### config.mk
export PLATFORM = sky130hd
export DESIGN_NAME = sdram_host_arb
export DESIGN_NICKNAME = d
export VERILOG_FILES = /design/src/rtl/sdram_arb_pkg.sv /design/src/rtl/sdram_arb_rr2.sv /design/src/rtl/sdram_host_arb.sv
export SDC_FILE = /design/constraint.sdc
export NUM_CORES = 1
export LEC_CHECK = 0
export CAP_MARGIN = 15
export CORE_UTILIZATION = 39
export DETAILED_ROUTE_END_ITERATION = 10
export GPL_TIMING_DRIVEN = 0
export PLACE_DENSITY = 0.86
export SKIP_CTS_REPAIR_TIMING = 1
export SYNTH_ARGS = -nofsm -noshare
export SYNTH_HDL_FRONTEND = slang
export SYNTH_SLANG_ARGS = --single-unit
### constraint.sdc
create_clock -name clk -period 2.2 [get_ports clk]
set_clock_uncertainty 0.15 [all_clocks]
set_input_delay 0.33 -clock clk [delete_from_list [all_inputs] [get_ports clk]]
set_output_delay 0.33 -clock clk [all_outputs]
set_load 0.005 [all_outputs]
### src/rtl/sdram_arb_pkg.sv
// Shared types and defaults for the two-port sdram_cntl host arbiter.
package sdram_arb_pkg;

    localparam int SDRAM_ADDR_W = 24;
    localparam int SDRAM_DATA_W = 16;

    typedef enum logic [1:0] {
        IDLE  = 2'd0,
        ISSUE = 2'd1,
        RESP  = 2'd2
    } state_e;

    typedef enum logic {
        OP_RD = 1'b0,
        OP_WR = 1'b1
    } op_e;

endpackage

### src/rtl/sdram_arb_rr2.sv
// Two-way round-robin picker: combinational grant selection plus the priority
// pointer, which moves to the non-owner whenever an operation finishes.
module sdram_arb_rr2 (
    input  logic       clk,
    input  logic       rst,
    input  logic [1:0] req_i,
    input  logic       adv_i,
    input  logic       owner_i,
    output logic       gnt_valid_o,
    output logic       gnt_idx_o
);

    logic ptr_q;
    logic ptr_d;

    always_comb begin
        ptr_d = ptr_q;
        if (adv_i) begin
            ptr_d = ~owner_i;
        end
    end

    always_ff @(posedge clk) begin
        if (rst) begin
            ptr_q <= 1'b0;
        end else begin
            ptr_q <= ptr_d;
        end
    end

    // The pointer only matters when both ports contend.
    always_comb begin
        gnt_valid_o = |req_i;
        case (req_i)
            2'b01:   gnt_idx_o = 1'b0;
            2'b10:   gnt_idx_o = 1'b1;
            2'b11:   gnt_idx_o = ptr_q;
            default: gnt_idx_o = 1'b0;
        endcase
    end

endmodule

### src/rtl/sdram_host_arb.sv
// Shares one sdram_cntl host port between two requesters, round-robin, with a
// per-operation timeout that aborts a strobe the controller never answers.
module sdram_host_arb
    import sdram_arb_pkg::*;
#(
    parameter int ADDR_W      = SDRAM_ADDR_W,
    parameter int DATA_W      = SDRAM_DATA_W,
    parameter int TIMEOUT_CYC = 255
) (
    input  logic              clk,
    input  logic              rst,

    input  logic              m0_rd_i,
    input  logic              m0_wr_i,
    input  logic [ADDR_W-1:0] m0_addr_i,
    input  logic [DATA_W-1:0] m0_data_i,
    output logic [DATA_W-1:0] m0_data_o,
    output logic              m0_done_o,
    output logic              m0_err_o,

    input  logic              m1_rd_i,
    input  logic              m1_wr_i,
    input  logic [ADDR_W-1:0] m1_addr_i,
    input  logic [DATA_W-1:0] m1_data_i,
    output logic [DATA_W-1:0] m1_data_o,
    output logic              m1_done_o,
    output logic              m1_err_o,

    output logic              host_rd_o,
    output logic              host_wr_o,
    output logic [ADDR_W-1:0] host_addr_o,
    output logic [DATA_W-1:0] host_data_o,
    input  logic [DATA_W-1:0] host_data_i,
    input  logic              host_done_i,

    output logic              busy_o,
    output logic              grant_o,
    output state_e            dbg_state_o
);

    localparam int CNT_W = (TIMEOUT_CYC > 1) ? $clog2(TIMEOUT_CYC + 1) : 1;
    localparam bit TO_EN = (TIMEOUT_CYC != 0);
    localparam logic [CNT_W-1:0] CNT_LAST = TO_EN ? CNT_W'(TIMEOUT_CYC - 1) : '0;

    state_e            state_q;
    op_e               op_q;
    logic              grant_q;
    logic [CNT_W-1:0]  cnt_q;
    logic              host_rd_q;
    logic              host_wr_q;
    logic [ADDR_W-1:0] host_addr_q;
    logic [DATA_W-1:0] host_data_q;
    logic              busy_q;
    logic [DATA_W-1:0] m0_data_q;
    logic [DATA_W-1:0] m1_data_q;
    logic              m0_done_q;
    logic              m1_done_q;
    logic              m0_err_q;
    logic              m1_err_q;

    logic              gnt_valid;
    logic              gnt_idx;
    logic              sel_wr_d;
    logic [ADDR_W-1:0] sel_addr_d;
    logic [DATA_W-1:0] sel_data_d;
    logic              done_hit_d;
    logic              to_hit_d;

    sdram_arb_rr2 u_rr2 (
        .clk         (clk),
        .rst         (rst),
        .req_i       ({m1_rd_i | m1_wr_i, m0_rd_i | m0_wr_i}),
        .adv_i       (done_hit_d | to_hit_d),
        .owner_i     (grant_q),
        .gnt_valid_o (gnt_valid),
        .gnt_idx_o   (gnt_idx)
    );

    // rd and wr together from one port is treated as a write.
    always_comb begin
        sel_wr_d   = gnt_idx ? m1_wr_i   : m0_wr_i;
        sel_addr_d = gnt_idx ? m1_addr_i : m0_addr_i;
        sel_data_d = gnt_idx ? m1_data_i : m0_data_i;
        done_hit_d = (state_q == ISSUE) && host_done_i;
        to_hit_d   = TO_EN && (state_q == ISSUE) && !host_done_i && (cnt_q == CNT_LAST);
    end

    always_ff @(posedge clk) begin
        if (rst) begin
            state_q     <= IDLE;
            op_q        <= OP_RD;
            grant_q     <= 1'b0;
            cnt_q       <= '0;
            host_rd_q   <= 1'b0;
            host_wr_q   <= 1'b0;
            host_addr_q <= '0;
            host_data_q <= '0;
            busy_q      <= 1'b0;
            m0_data_q   <= '0;
            m1_data_q   <= '0;
            m0_done_q   <= 1'b0;
            m1_done_q   <= 1'b0;
            m0_err_q    <= 1'b0;
            m1_err_q    <= 1'b0;
        end else begin
            m0_done_q <= 1'b0;
            m1_done_q <= 1'b0;
            m0_err_q  <= 1'b0;
            m1_err_q  <= 1'b0;
            case (state_q)
                IDLE: begin
                    if (gnt_valid) begin
                        state_q     <= ISSUE;
                        busy_q      <= 1'b1;
                        grant_q     <= gnt_idx;
                        cnt_q       <= '0;
                        op_q        <= sel_wr_d ? OP_WR : OP_RD;
                        host_rd_q   <= ~sel_wr_d;
                        host_wr_q   <= sel_wr_d;
                        host_addr_q <= sel_addr_d;
                        host_data_q <= sel_data_d;
                    end
                end
                ISSUE: begin
                    if (done_hit_d) begin
                        state_q   <= RESP;
                        host_rd_q <= 1'b0;
                        host_wr_q <= 1'b0;
                        if (grant_q) begin
                            m1_done_q <= 1'b1;
                            if (op_q == OP_RD) m1_data_q <= host_data_i;
                        end else begin
                            m0_done_q <= 1'b1;
                            if (op_q == OP_RD) m0_data_q <= host_data_i;
                        end
                    end else if (to_hit_d) begin
                        state_q   <= RESP;
                        host_rd_q <= 1'b0;
                        host_wr_q <= 1'b0;
                        if (grant_q) begin
                            m1_done_q <= 1'b1;
                            m1_err_q  <= 1'b1;
                        end else begin
                            m0_done_q <= 1'b1;
                            m0_err_q  <= 1'b1;
                        end
                    end else begin
                        cnt_q <= cnt_q + CNT_W'(1);
                    end
                end
                RESP: begin
                    state_q <= IDLE;
                    busy_q  <= 1'b0;
                end
                default: begin
                    state_q   <= IDLE;
                    busy_q    <= 1'b0;
                    host_rd_q <= 1'b0;
                    host_wr_q <= 1'b0;
                end
            endcase
        end
    end

    assign m0_data_o   = m0_data_q;
    assign m0_done_o   = m0_done_q;
    assign m0_err_o    = m0_err_q;
    assign m1_data_o   = m1_data_q;
    assign m1_done_o   = m1_done_q;
    assign m1_err_o    = m1_err_q;
    assign host_rd_o   = host_rd_q;
    assign host_wr_o   = host_wr_q;
    assign host_addr_o = host_addr_q;
    assign host_data_o = host_data_q;
    assign busy_o      = busy_q;
    assign grant_o     = grant_q;
    assign dbg_state_o = state_q;

endmodule

# After elaboration in Yosys (flattened, before gate mapping)
# Index checks and enable logic that the tools add are counted.
[op_classes]
n_addsub = 1
n_eq_ne = 9
mux = 27
bitwise = 8
n_reduce_logical = 16
[ops]
columns = ["cell", "count"]
rows = [
  ["2-to-1 mux 24 bit", 1],
  ["2-to-1 mux 8 bit", 3],
  ["2-to-1 mux 16 bit", 1],
  ["case mux 8 bit (2 select lines)", 1],
  ["2-to-1 mux 1 bit", 13],
  ["AND reduction 4 bit", 3],
  ["adder 8 x 1 -> 8 bit, second input constant", 1],
  ["== test 8 bit, second input constant", 1],
  ["== test 2 bit, second input constant", 3],
  ["2-to-1 mux 2 bit", 3],
  ["!= test 2 bit, second input constant", 3],
  ["case mux 1 bit (3 select lines)", 2],
  ["AND reduction 2 bit", 3],
  ["inverter 1 bit", 5],
  ["case mux 1 bit (2 select lines)", 2],
  ["case mux 2 bit (2 select lines)", 1],
  ["OR reduction 2 bit", 2],
  ["logical AND 1 bit", 3],
  ["!= test 3 bit, second input constant", 1],
  ["OR 1 bit", 3],
  ["AND reduction 3 bit", 1],
  ["OR reduction 3 bit", 1],
  ["== test 2 x 1 -> 1 bit, second input constant", 1],
  ["zero test 2 bit", 1],
  ["other kinds (2)", 2],
]
[word_totals]
ff_bits = 92
inputBits = 103
out_inout_bits = 82
word_cells = 77

# Longest topological paths before layout
# Gate-level depths: netlist (run 1).
[depth]
ltp_word = 7
ltp_mapped = 7
depth_no_buf = 6

# By module
# From an unflattened synthesis (run 1), not the netlist that was laid out.
[hier_totals]
cells_unflattened = 386
area_unflattened_um2 = 3774.9
[by_module_without_submodules]
columns = ["module", "instances", "cells_per_inst", "area_each_um2", "seq_area_each_um2"]
rows = [
  ["sdram_host_arb", 1, 380, 3721.1, 1821.7],
  ["sdram_arb_rr2", 1, 6, 53.8, 20.0],
]

# Worst setup path after synthesis (run 1)
# Ideal clock, no wire load.
[synth_path]
path_type = "reg2reg"
from = "register cnt_q[0]"
to = "register cnt_q[5]"
setup_time_ps = 72
arrival_ps = 1759
required_ps = 1978
setup_slack_ps = 219
path_stages_with_launch = 8
n_path_buf = 1
synth_period_minus_slack_ps = 1981
cell_sequence = "dfxtp_1 -> inv_1 -> ha_1 -> and3_1 -> a211o_2 -> buf_2 -> a211oi_1 -> mux2i_1"
[synth_via]
elab_chain_cells = 4
word_cells_on_any_way = 8
classes_between = "add/sub (1); eq/ne (2); mux (3); reduce/logical (2)"
[synth_lines]
columns = ["item", "line_no", "source"]
rows = [
  ["start, declared", "sdram_host_arb.sv:48", "logic [CNT_W-1:0] cnt_q;"],
  ["start signal, assigned", "sdram_host_arb.sv:148", "cnt_q <= cnt_q + CNT_W'(1);"],
  ["adder 8 x 1 -> 8 bit or == test 8 bit (tied branches)", "sdram_host_arb.sv:148, sdram_host_arb.sv:85", ""],
  ["2-to-1 mux 8 bit or logical AND 1 bit (tied branches)", "sdram_host_arb.sv:136, sdram_host_arb.sv:85", ""],
  ["2-to-1 mux 8 bit or != test 2 bit (tied branches)", "n/a", ""],
  ["case mux 8 bit (2 select lines) or AND reduction 4 bit (tied branches)", "n/a", ""],
]
# Parallel ways exist; a longest one is shown, timed or not. The select of a mux whose other input is x is not followed.
# A chain may end at the register's enable or synchronous reset.

# Worst setup path after layout (run 1)
[layout_path]
from = "register state_q[1], in the netlist dbg_state_o[1]"
to = "register m0_data_q[2], in the netlist m0_data_o[2]"
[layout_via]
elab_chain_cells = 3
[layout_lines]
columns = ["item", "line_no", "source"]
rows = [
  ["start, declared", "sdram_host_arb.sv:45", "state_e state_q;"],
  ["start signal, assigned", "sdram_host_arb.sv:90", "state_q <= IDLE;"],
  ["start signal, assigned", "sdram_host_arb.sv:113", "state_q <= ISSUE;"],
  ["start signal, assigned", "sdram_host_arb.sv:126", "state_q <= RESP;"],
  ["== test 2 x 1 -> 1 bit *", "sdram_host_arb.sv:84, sdram_host_arb.sv:110", ""],
  ["logical AND 1 bit", "sdram_host_arb.sv:84", "done_hit_d = (state_q == ISSUE) && host_done_i;"],
  ["AND reduction 4 bit (no line) *", "n/a", ""],
  ["end signal, assigned", "sdram_host_arb.sv:134", "if (op_q == OP_RD) m0_data_q <= host_data_i;"],
  ["end, declared", "sdram_host_arb.sv:54", "logic [DATA_W-1:0] m0_data_q;"],
]
# Mark *: on every way between the ends. The rest lies on a longest branch, timed or not.

==> results.md, run 1 <==
Timing:
- The final max-slew violation count is 0.
- After routing, the total negative slack on setup checks comes to 0 ps.
- The timing-limited maximum frequency is 0.471 GHz.
- Dividing the final minimum period by the clock period gives 0.965.
- At the pin with the least slew margin, the transition time is 500 ps.
- Setup repair after global routing left no endpoint under its margin.
- The number of setup violations in the final report is 0.
- The minimum period implied by the final worst setup slack is 2120 ps.
- The headroom to the max-slew limit is 0.667.
- The number of hold violations in the final report was 0.

Synthesis:
- In this run the mean area of a mapped cell was 9.83 um2.
- The sequential share of the synthesized area is 0.483.
- In this run, distinct cell masters in the synthesized netlist total 34.
- The top cell type's share of synthesized area is 0.483.
- The synthesis-stage register bit count is 92.
- The count of synthesis-stage warnings from yosys is 0.
- The netlist area before placement is 3810 um2.
- Ranked by total cell area, the synthesized netlist is headed by dfxtp_1 48%, mux2i_1 20%, a211oi_1 8.3%, nor2_1 7.6%, a21oi_1 1.6%.
- The largest total area in the synthesized netlist belongs to dfxtp_1.
- The synthesized instance count is 388.
- The post-synthesis net count is 493.

Route:
- The number of design rule violations left after detail routing is 0.
- For this block, the routed nets add up to 10700 um of wire.
- For this run, the detailed router's first-pass iteration total came to 4.
- The detailed router placed 3533 vias in this run.
- The detailed router finished its first iteration with 120 violations.
- The routed wire length per instance is 15.0 um.
- The remaining antenna violation count is 0.
- Dividing the detail-routed via count by the number of cells gives 4.93.

Clock tree:
- The sink count of the clock tree is 92.
- The count of H-tree levels built during CTS is 3.
- The later pin in the worst-skew pair is clocked with a latency of 340 ps.
- The clock transition at the registers of the reported paths is 90 ps.
- The number of clock buffers added by TritonCTS is 9.
- The longest clock path from root to sink contains 2 buffers.
- The cell sitting at the root of the clock tree is a clkbuf_8.
- TritonCTS built the clock tree.

Global routing:
- The overall routing resource usage is 0.210.
- The number of global-route vias before repair is 3564.
- The number of antenna violations at the first check in global routing was 0.
- The first global-routing pass estimated 16600 um of wire.
- Entering global routing, the biggest net connects 17 pins.
- After global routing the overflow that remains totals 0.

Worst hold path:
- The worst hold path passes through 2 cells.
- The worst hold path begins at cnt_q[5].
- The worst hold path class is reg -> reg.
- The terminating pin of the worst hold path is cnt_q[5].

Power:
- VDD sags by at most 0.428 mV.
- In this run the power density over the cells is 665 nW/um2.
- The leakage dissipation is 2.53 nW.

Die:
- The floorplan step defined a core boundary enclosing 9370 um2.
- The die covers 10200 um2.
- The die is 101 um wide.
- The vertical die dimension is 101 um.
- 185 I/O pins were placed.
- The initial utilization of the core area, before any placement, comes to 0.407.
- Row generation in the floorplan step produced 35 rows.

Layout:
- 0 antenna diodes ended up in the layout.
- The leading cell type in the layout, fill and taps excluded is clkdlybuf4s50_1.
- The final core utilization is 0.645.
- The final layout contains 687 nets.
- The ratio of cells with drive above 1 in the final layout is 0.0698.
- Compared with the post-synthesis result, the final layout area differs by 58.5%.
- The top cell types in the final layout, fill and taps aside, are 183 x clkdlybuf4s50_1, 91 x dfxtp_1, 77 x nor2_1.
- Fill cells in the final layout number 777.

Worst setup path:
- The cell at the slowest stage of the critical path is dfxtp_1.
- The nature of the critical path endpoint is a register.
- Data arrives at the worst endpoint at 2190 ps.
- The combined buffer and inverter count along the critical path is 3.
- The required time of the critical path is 2270 ps.
- The worst setup path is of the reg -> reg kind.
- Among cell families on the critical path, the largest total delay comes from buffers and inverters.
- The launching point of the worst reg2reg path is dbg_state_o[1].
- Walking the worst path, the cells encountered are nand2b_1 -> buf_6 -> nor4b_1 -> buf_2 -> buf_4 -> mux2i_1 -> nor2_1.
- On the worst path, the slowest cell contributes a delay of 350 ps.
- The worst register-to-register path has a setup slack of 80 ps.
- Along the worst path, the maximum fanout reaches 10.
- The path depth of the worst reg2reg path is 7.
- The worst register-to-register path ends at m0_data_o[2].
- The most critical setup path has its startpoint at dbg_state_o[1].
- The startpoint class of the critical path is a register.

Placement:
- The final HPWL from detailed placement is 8310 um.
- The count of buffers from port buffering is 183.
- The placer congestion estimate is 0.805.

Job:
- The tool flagged a number of max-cap violations equal to 0.

Status:
- The run finished with clean final reports.
-- worst max-delay path by stage --
stage / endpoint / slack [ps] / depth (start not counted)
2_1_floorplan: cnt_q[5] / 220 / 7
3_3_place_gp: host_addr_o[8] / -390 / 6
3_5_place_dp: host_addr_o[23] / -410 / 6
4_1_cts: host_addr_o[23] / -30 / 6
5_1_grt: m0_data_o[2] / 5 / 7
6_report: m0_data_o[2] / 80 / 7
-- synthesized netlist by cell type --
cell type,n
and4_1,1
nand2_1,12
mux2i_1,75
o21ai_0,5
and3b_1,1
nor4_1,2
or4_4,1
nor3_1,2
nor4b_1,1
mux2_1,1
buf_2,11
o22ai_1,1
nor2_1,77
a21oi_1,12
and2_4,1
a2111o_1,3
buf_12,1
a211oi_1,42
buf_4,1
or3_2,1
dfxtp_1,92
clkbuf_1,15
a211o_2,1
or4b_4,1
nand4_1,1
o2111ai_1,4
nand3_1,5
ha_1,2
buf_6,3
and3_1,1
or3_1,1
inv_1,4
nand2b_1,6
a21o_1,1
-- state kept, by name (all words and copies together) (netlist names), 2 cells and up --
name and cells:
dbg_state_o 2, m0_data_o 16, host_addr_o 24, host_data_o 16
m1_data_o 16, cnt_q 8
-- per-layer routing --
metal | track usage | share of wire
met4 | 0.0892 | 0.016
met1 | 0.222 | 0.40
met5 | 0 | 0
met2 | 0.384 | 0.50
met3 | 0.0659 | 0.084
-- tightest hold or removal path, stage by stage, from the launching register on --
cell and delay, ps:
dfxtp_1 320, nand2_1 60, mux2i_1 60
-- cells by family (layout without fill, tap and decap cells) --
logic type,after synthesis,in the layout,synth area share
compound gates,69,69,0.129
fa+ha+maj,2,2,0.00656
buf+inv,35,234,0.0492
flops,92,92,0.483
mux,76,76,0.200
simple gates,114,114,0.133
-- per-stage QoR --
stage	total power [mW]	setup WS [ps]	hold slack, ps	cell area (um2)	std cells
4_1_cts	4.04	-29.7	329	6030	716
5_1_grt	4.20	4.98	363	6050	716
3_5_place_dp	2.81	-410	316	5810	700
2_1_floorplan	2.27	219	288	3810	388
3_3_place_gp	2.78	-389	302	5810	700
6_report	4.02	77.1	330	6050	716
-- power by group --
group	switching [mW]	internal (mW)
Sequential	0.0731	1.79
Combinational	0.376	0.533
Clock	0.606	0.644
Total	1.06	2.96
-- layout make-up --
cell class | count | area (um2) | share of cell area
sequential | 92 | 1840 | 0.305
timing repair buffer | 183 | 1830 | 0.303
buffer | 31 | 173 | 0.0285
inverter | 4 | 15.0 | 0.00248
multi-input combinational | 261 | 1800 | 0.298
clock buffer | 9 | 124 | 0.0205
clock inverter | 7 | 98.8 | 0.0163
tap | 129 | 161 | 0.0267
(Power assumes the default switching activity.)
==> inputs of run 2 (changes only) <==
Clock period 2.2 ns to 2 ns, I/O delays scaled along.
==> run 2 against run 1 <==
Sequential share of layout area is 1.1 points lower. Cell area is 4.2% higher. Clock power is 9.6% higher. Utilization is 2.7 points higher. Sequential cell count stayed put. Count of clock-buffer cells in the layout stayed put. Critical endpoint is now host_addr_o[15]. Die area stayed put. Register-to-register slack hardly changed. Non-clock buffer count is 6 higher. Via count is 2.5% higher. Global-route usage stayed put.
==> results.md, run 2 (synthesized netlist as in run 1, its figures left out) <==
Status:
- The flow ran to the end, and the final reports show no timing, DRC or antenna violations.

Power:
- The leakage dissipation is 2.59 nW (+2.7%).
- The largest voltage drop on the vdd net is 0.465 mV (+8.5%).
- The power per cell area came to 716 nW/um2 (+7.8%).

Layout:
- In the layout the commonest cells are 182 x clkdlybuf4s50_1, 89 x dfxtp_1, 73 x mux2i_1.
- The final-stage net count is 693 (+0.87%).
- The ratio of cells with drive above 1 in the final layout is 0.137 (+0.0667).
- Leaving out fill and tap cells, the most frequent cell in the layout is clkdlybuf4s50_1.
- The number of flip-flops in the largest register was 24 (unchanged).
- The total inserted antenna cells is 0 (unchanged).
- The final core utilization was 0.672 (+0.0268).
- The final instance area is 6300 um2 (+4.2%).
- The layout overhead on the synthesized area is 65.1%.
- The layout filler cell count was 747 (-3.9%).

Die:
- The starting utilization of the core area is 0.407 (unchanged).
- The total I/O pin count is 185 (unchanged).
- The vertical die dimension is 101 um (unchanged).
- The die area was 10200 um2 (unchanged).
- The die width is 101 um (unchanged).
- The core area is 9370 um2 (unchanged).
- The number of standard-cell rows in the floorplan came to 35 (unchanged).

Route:
- The total wirelength of the detailed-routed design is 11300 um (+5.2%).
- The routed wire length per instance is 15.6 um (+4.3%).
- The number of optimization iterations in the first detailed-route pass is 4 (unchanged).
- The iteration-0 DRC count of the detailed router is 99 (-18%).
- The routed via count came to 3623 (+2.5%).
- The remaining antenna violation count is 0 (unchanged).
- The number of design rule violations left after detail routing is 0 (unchanged).
- The via density per instance is 5.02 (+1.7%).

Placement:
- The post-placement setup slack was -580 ps (-170 ps).
- The standard cell area after detailed placement is 5810 um2 (unchanged).
- The count of buffers from port buffering is 183 (unchanged).
- The placer congestion estimate is 0.805 (unchanged).
- The final HPWL from detailed placement is 8310 um (unchanged).

Global routing:
- The overall routing resource usage was 0.210 (unchanged).
- The number of global-route vias before repair is 3564 (unchanged).
- The wire length of the first global-routing pass came to 16600 um (unchanged).
- The overflow left after global routing is 0 (unchanged).
- The pin count of the biggest net entering global routing is 17 (unchanged).
- The number of antenna violations at the first check in global routing is 0 (unchanged).

Worst setup path:
- The startpoint class of the critical path is an input port.
- The arrival time at the worst endpoint is 2050 ps (-140 ps).
- The cell at the slowest stage of the critical path is or4_4.
- The critical path in this run is classified as in -> reg.
- The highest net fanout along the worst path was 10 (unchanged).
- The longest individual stage delay on the worst path is 590 ps (+240 ps).
- The required time of the critical path came to 2050 ps (-220 ps).
- The nature of the critical path endpoint is a register.
- Walking the worst path, the cells encountered are clkdlybuf4s50_1 -> or4_4 -> and2_4 -> buf_6 -> buf_4 -> nor2_1 -> a211oi_1.

Job:
- The reported max-cap violation count is 0 (unchanged).

Timing:
- The slew of the pin with the lowest slew margin was 604 ps (+104 ps).
- The timing-limited maximum frequency is 0.502 GHz.
- The number of setup violations in the final report is 0 (unchanged).
- The number of hold violations in the final report was 0 (unchanged).
- After layout, the minimum clock period comes to 1990 ps.
- The final critical-path share of the clock period is 0.997.
- Setup repair after global routing could not meet its margin everywhere.
- The headroom to the max-slew limit is 0.597 (-0.0691).
- The smallest setup slack after layout was 6.51 ps (-70.6 ps).
- The final max-slew violation count was 0 (unchanged).

Clock tree:
- The clock transition at the registers of the reported paths is 90 ps (about the same).
- The worst-skew pair later-pin latency is 340 ps (about the same).
- The count of H-tree levels built during CTS is 3 (unchanged).
- The maximum root-to-sink buffer count is 2 (unchanged).
- The library cell used as clock root buffer is clkbuf_8.
- The total clock buffers created by CTS was 9 (unchanged).
- TritonCTS built the clock tree.
- The sink count of the clock tree was 92 (unchanged).

Worst hold path:
- In this run the worst hold path is classified as reg -> reg.
run 2: critical path: cells and delay by family:
| family | cells | cell delay [ps] |
|---|---|---|
| compound gates | 1 | 70 |
| buf+inv | 3 | 770 |
| simple gates | 3 | 900 |
run 2: where the power goes:
part	switching [mW]	leakage (nW)	internal [mW]
Combinational	0.463	1.74	0.634
Clock	0.657	0.0981	0.708
Sequential	0.0844	0.756	1.97
run 2: final timing paths:
kind | cells after the start | end | startpoint | slack [ps]
worst min-delay path | 2 | cnt_q[5] | cnt_q[5] | 330
worst min register to register | 2 | cnt_q[5] | cnt_q[5] | 330
worst max-delay path | 7 | host_addr_o[15] | m0_rd_i | 7
worst max register to register | 7 | m1_data_o[14] | dbg_state_o[1] | 80
run 2: per-layer routing:
metal  vias to the layer above  share of wire  GRT usage
met5                         -              0          0
met4                         0          0.015     0.0892
met3                        13          0.089     0.0659
met2                       166           0.51      0.384
met1                      1658           0.38      0.222
li1                       1786              -          -
run 2: area by class of cell:
cell class / count / area [um2] / area share
multi-input combinational: 261 / 1960 / 0.311
timing repair buffer: 190 / 1900 / 0.301
sequential: 92 / 1850 / 0.293
buffer: 30 / 194 / 0.0308
tap: 129 / 161 / 0.0256
clock buffer: 9 / 124 / 0.0197
clock inverter: 7 / 98.8 / 0.0157
inverter: 4 / 15.0 / 0.00238
run 2: stage by stage:
step | TNS [ps] | instances | hold WS (ps) | total power [mW]
floorplan | 0 | 388 | 288 | 2.50
global placement | -25550 | 700 | 302 | 3.06
detailed placement | -28010 | 700 | 316 | 3.09
CTS | -7850 | 716 | 329 | 4.45
global route | -61.9 | 722 | 363 | 4.72
finish | 0 | 722 | 330 | 4.51
==> inputs of run 3 (changes only) <==
Settings changed: CTS_CLUSTER_DIAMETER from default to 30, SYNTH_HIERARCHICAL from default to 1.
==> run 3 against run 2 <==
The flow now finishes with violations (negative setup slack). Combinational power fell by 7%. Hold slack lost 74 ps. Sequential share of layout area rose by 1.1 points. Register-to-register slack gained 20 ps. Area after synthesis is 1.0% lower. Die area is 1.0% lower. Utilization down 2.1 points. Wire length decreased by 5.2%. Critical path type unchanged. Critical endpoint is now cnt_q[3].
==> results.md, run 3 <==
Worst setup path:
- For this design, the slowest cell found on the critical path is or4_4.
- Broken down by cell family, the worst path's largest delay share belongs to simple AND/OR/NAND/NOR gates.
- The required time of the critical path is 2150 ps (+100 ps).
- The critical path in this run is classified as in -> reg.
- The nature of the critical path endpoint is a register.
- STA classifies the critical path startpoint as an input port.
- The slack of the worst reg-to-reg path is 100 ps (+20 ps).
- The highest net fanout along the worst path is 6 (-4).
- In this run the critical register-to-register path is captured at cnt_q[5].
- The arrival time at the worst endpoint is 2170 ps (+120 ps).
- Walking the worst path, the cells encountered are clkdlybuf4s50_1 -> or2_2 -> or2_4 -> or3b_1 -> buf_6 -> nand2b_4 -> or4_4 -> nand2_1.
- The longest individual stage delay on the worst path is 510 ps (-80 ps).
- The path depth of the worst reg2reg path is 6 (-1).
- The launching point of the worst reg2reg path is cnt_q[0].
- The combined buffer and inverter count along the critical path was 2 (-1).

Die:
- The number of standard-cell rows in the floorplan is 35 (unchanged).
- The core area came to 9330 um2 (-0.47%).
- The vertical die dimension came to 100 um (-0.52%).
- The die width is 100 um (-0.52%).
- The total I/O pin count is 185 (unchanged).
- The die area is 10100 um2 (-1.0%).
- The starting utilization of the core area came to 0.405 (-0.00238).

Timing:
- The minimum period implied by the final worst setup slack is 2020 ps (+30.9 ps).
- The final max-slew violation count is 0 (unchanged).
- The timing-limited maximum frequency is 0.494 GHz (-1.5%).
- Setup repair after global routing could not meet its margin everywhere.
- The headroom to the max-slew limit is 0.641 (+0.0436).
- The number of setup violations in the final report is 1 (+1).
- The final critical-path share of the clock period came to 1.01 (+0.0155).
- The smallest setup slack after layout was -24.4 ps (-30.9 ps).
- The slew of the pin with the lowest slew margin came to 535 ps (-68.9 ps).
- The number of hold violations in the final report is 0 (unchanged).

Clock tree:
- The worst-skew pair later-pin latency is 350 ps (about the same).
- In this run the clock root is driven by a clkbuf_8.
- The count of H-tree levels built during CTS is 3 (unchanged).
- The total clock buffers created by CTS came to 9 (unchanged).
- The clock transition at the registers of the reported paths is 100 ps (about the same).
- The sink count of the clock tree was 92 (unchanged).
- The maximum root-to-sink buffer count is 2 (unchanged).
- TritonCTS built the clock tree.

Global routing:
- The overflow left after global routing is 0 (unchanged).
- The number of global-route vias before repair is 3574 (+0.28%).
- The number of antenna violations at the first check in global routing is 0 (unchanged).
- The pin count of the biggest net entering global routing is 19 (+2).
- The overall routing resource usage was 0.212 (+0.00161).
- The wire length of the first global-routing pass came to 16700 um (+0.71%).

Synthesis:
- The unique cell type count in the Yosys netlist is 44 (+29%).
- The synthesized instance count is 386 (-0.52%).
- The count of synthesis-stage warnings from yosys is 6 (+6).
- The fraction of synthesis flops using an asynchronous set or reset pin is 0 (unchanged).
- The synthesis-stage register bit count was 92 (unchanged).
- The netlist area before placement is 3770 um2 (-1.0%).
- The average footprint of a synthesized cell is 9.78 um2 (-0.54%).
- Summed over all instances, the cell type with the most area after synthesis is dfxtp_1.
- Ranked by instance count, the synthesized netlist is headed by 92 x dfxtp_1, 78 x nor2_1, 72 x mux2i_1.
- The number of flops mapped to enable cells by yosys is 0 (unchanged).
- The post-synthesis net count is 491 (-0.41%).
- The most frequently used flop master after synthesis is dfxtp_1.
- The top cell type's share of synthesized area came to 0.488 (+0.00512).
- The sequential share of the synthesized area is 0.488 (+0.00512).
- The most instantiated library cell after synthesis is dfxtp_1.
- Ranked by total cell area, the synthesized netlist is headed by dfxtp_1 49%, mux2i_1 19%, a211oi_1 8.0%, nor2_1 7.8%, a21oi_1 1.6%.

Layout:
- The number of flip-flops in the largest register is 24 (unchanged).
- The final-stage net count came to 687 (-0.87%).
- The final core utilization is 0.651 (-0.0213).
- The ratio of cells with drive above 1 in the final layout is 0.0971 (-0.0395).
- Leaving out fill and tap cells, the most frequent cell in the layout is clkdlybuf4s50_1.
- The library cells used most frequently in the layout, excluding fill and tap cells, are 182 x clkdlybuf4s50_1, 90 x dfxtp_1, 77 x nor2_1.
- The total inserted antenna cells is 0 (unchanged).
- The layout overhead on the synthesized area is 60.9%.

Power:
- The leakage dissipation is 2.39 nW (-7.9%).
- The part of the total power dissipated in the clock network is 0.280 (-0.023).
- The largest voltage drop on the vdd net is 0.464 mV (-0.16%).
- The internal power of the cells is 3.06 mW (-7.6%).
- The net switching share of the total power is 0.284 (+0.0167).
- The power per cell area is 703 nW/um2 (-1.9%).
- The combinational group share of total power is 0.239 (-0.004).
- The net switching power came to 1.21 mW (+0.50%).
- The power share of the sequential group is 0.480 (+0.025).

Placement:
- The count of buffers from port buffering is 184 (+0.55%).
- The placer congestion estimate was 0.860 (+6.8%).
- The post-placement setup slack was -626 ps (-45.8 ps).
- The final HPWL from detailed placement came to 8330 um (+0.26%).

Status:
- The checks that failed: negative setup slack.
- The run finished, with violations left.

Job:
- The reported max-cap violation count came to 0 (unchanged).

Route:
- The via density per instance was 5.03 (+0.34%).
- The number of design rule violations left after detail routing is 0 (unchanged).
- The remaining antenna violation count is 0 (unchanged).
- The total wirelength of the detailed-routed design was 10700 um (-5.2%).
- The number of optimization iterations in the first detailed-route pass is 4 (unchanged).
- The iteration-0 DRC count of the detailed router is 112 (+13%).
- The routed wire length per instance is 14.9 um (-4.4%).
- The routed via count was 3605 (-0.50%).

Worst hold path:
- The number of stages on the worst hold path was 4 (+2).
- The path with the worst hold slack has its endpoint at host_rd_o.
- The beginning of the worst hold path is m1_wr_i.
- The worst hold path class is in -> reg.
[run 3: layout make-up]
| cell class | count | area [um2] |
|---|---|---|
| Buffer | 29 | 164 |
| Sequential cell | 92 | 1850 |
| Multi-Input combinational cell | 260 | 1840 |
| Clock buffer | 9 | 124 |
| Clock inverter | 7 | 66.3 |
| Timing Repair Buffer | 185 | 1850 |
| Tap cell | 129 | 161 |
| Fill cell | 768 | 3260 |
| Inverter | 5 | 18.8 |
[run 3: how the worst max path moves through the flow]
stage | from | endpoint | slack [ps] | cells after the start
floorplan | m1_wr_i | cnt_q[3] | 20 | 7
global placement | m0_wr_i | cnt_q[3] | -570 | 8
detailed placement | m0_wr_i | cnt_q[3] | -630 | 8
CTS | m0_wr_i | cnt_q[3] | -250 | 8
global route | m0_rd_i | cnt_q[3] | -70 | 8
finish | m0_rd_i | cnt_q[3] | -20 | 8
[run 3: per-stage QoR]
stage                     hold WS [ps]  instances  setup TNS, ps  power [mW]  instance area (um2)
after floorplan                    223        386              0        2.49                 3770
after global placement             319        699         -31130        3.04                 5780
after detailed placement           319        699         -34700        3.07                 5780
after CTS                          332        715          -5810        4.27                 5970
after global routing               292        716           -141        4.49                 6070
final                              255        716          -24.4        4.27                 6070
[run 3: worst reg2reg max path: stages, from the launching register on]
cell      delay [ps]
dfxtp_4          380
inv_1             60
ha_1             210
and3_1           200
a2111o_1         380
or3_1            340
a21oi_1          130
[run 3: per-layer routing]
metal,vias to the layer above,share of wire,global-route usage
met5,-,0,0
met1,1683,0.40,0.232
met2,152,0.52,0.389
li1,1759,-,-
met4,0,0.010,0.0669
met3,11,0.076,0.0641
[run 3: cell families (layout without fill, tap and decap cells)]
family | after synthesis | count (layout) | synth area share
AND/OR/NAND/NOR | 118 | 118 | 0.146
AO/OA/AOI/OAI | 67 | 67 | 0.124
multiplexers | 73 | 73 | 0.194
buffers and inverters | 34 | 235 | 0.0411
adder cells (fa/ha/maj) | 2 | 2 | 0.00663
flip-flops | 92 | 92 | 0.488
[run 3: power by group through the flow]
stage,clock (mW),sequential (mW),combinational (mW)
after floorplan,0,2.09,0.396
after global placement,0,2.08,0.959
after detailed placement,0,2.09,0.982
after CTS,1.23,2.05,0.986
after global routing,1.32,2.07,1.10
final,1.20,2.05,1.02
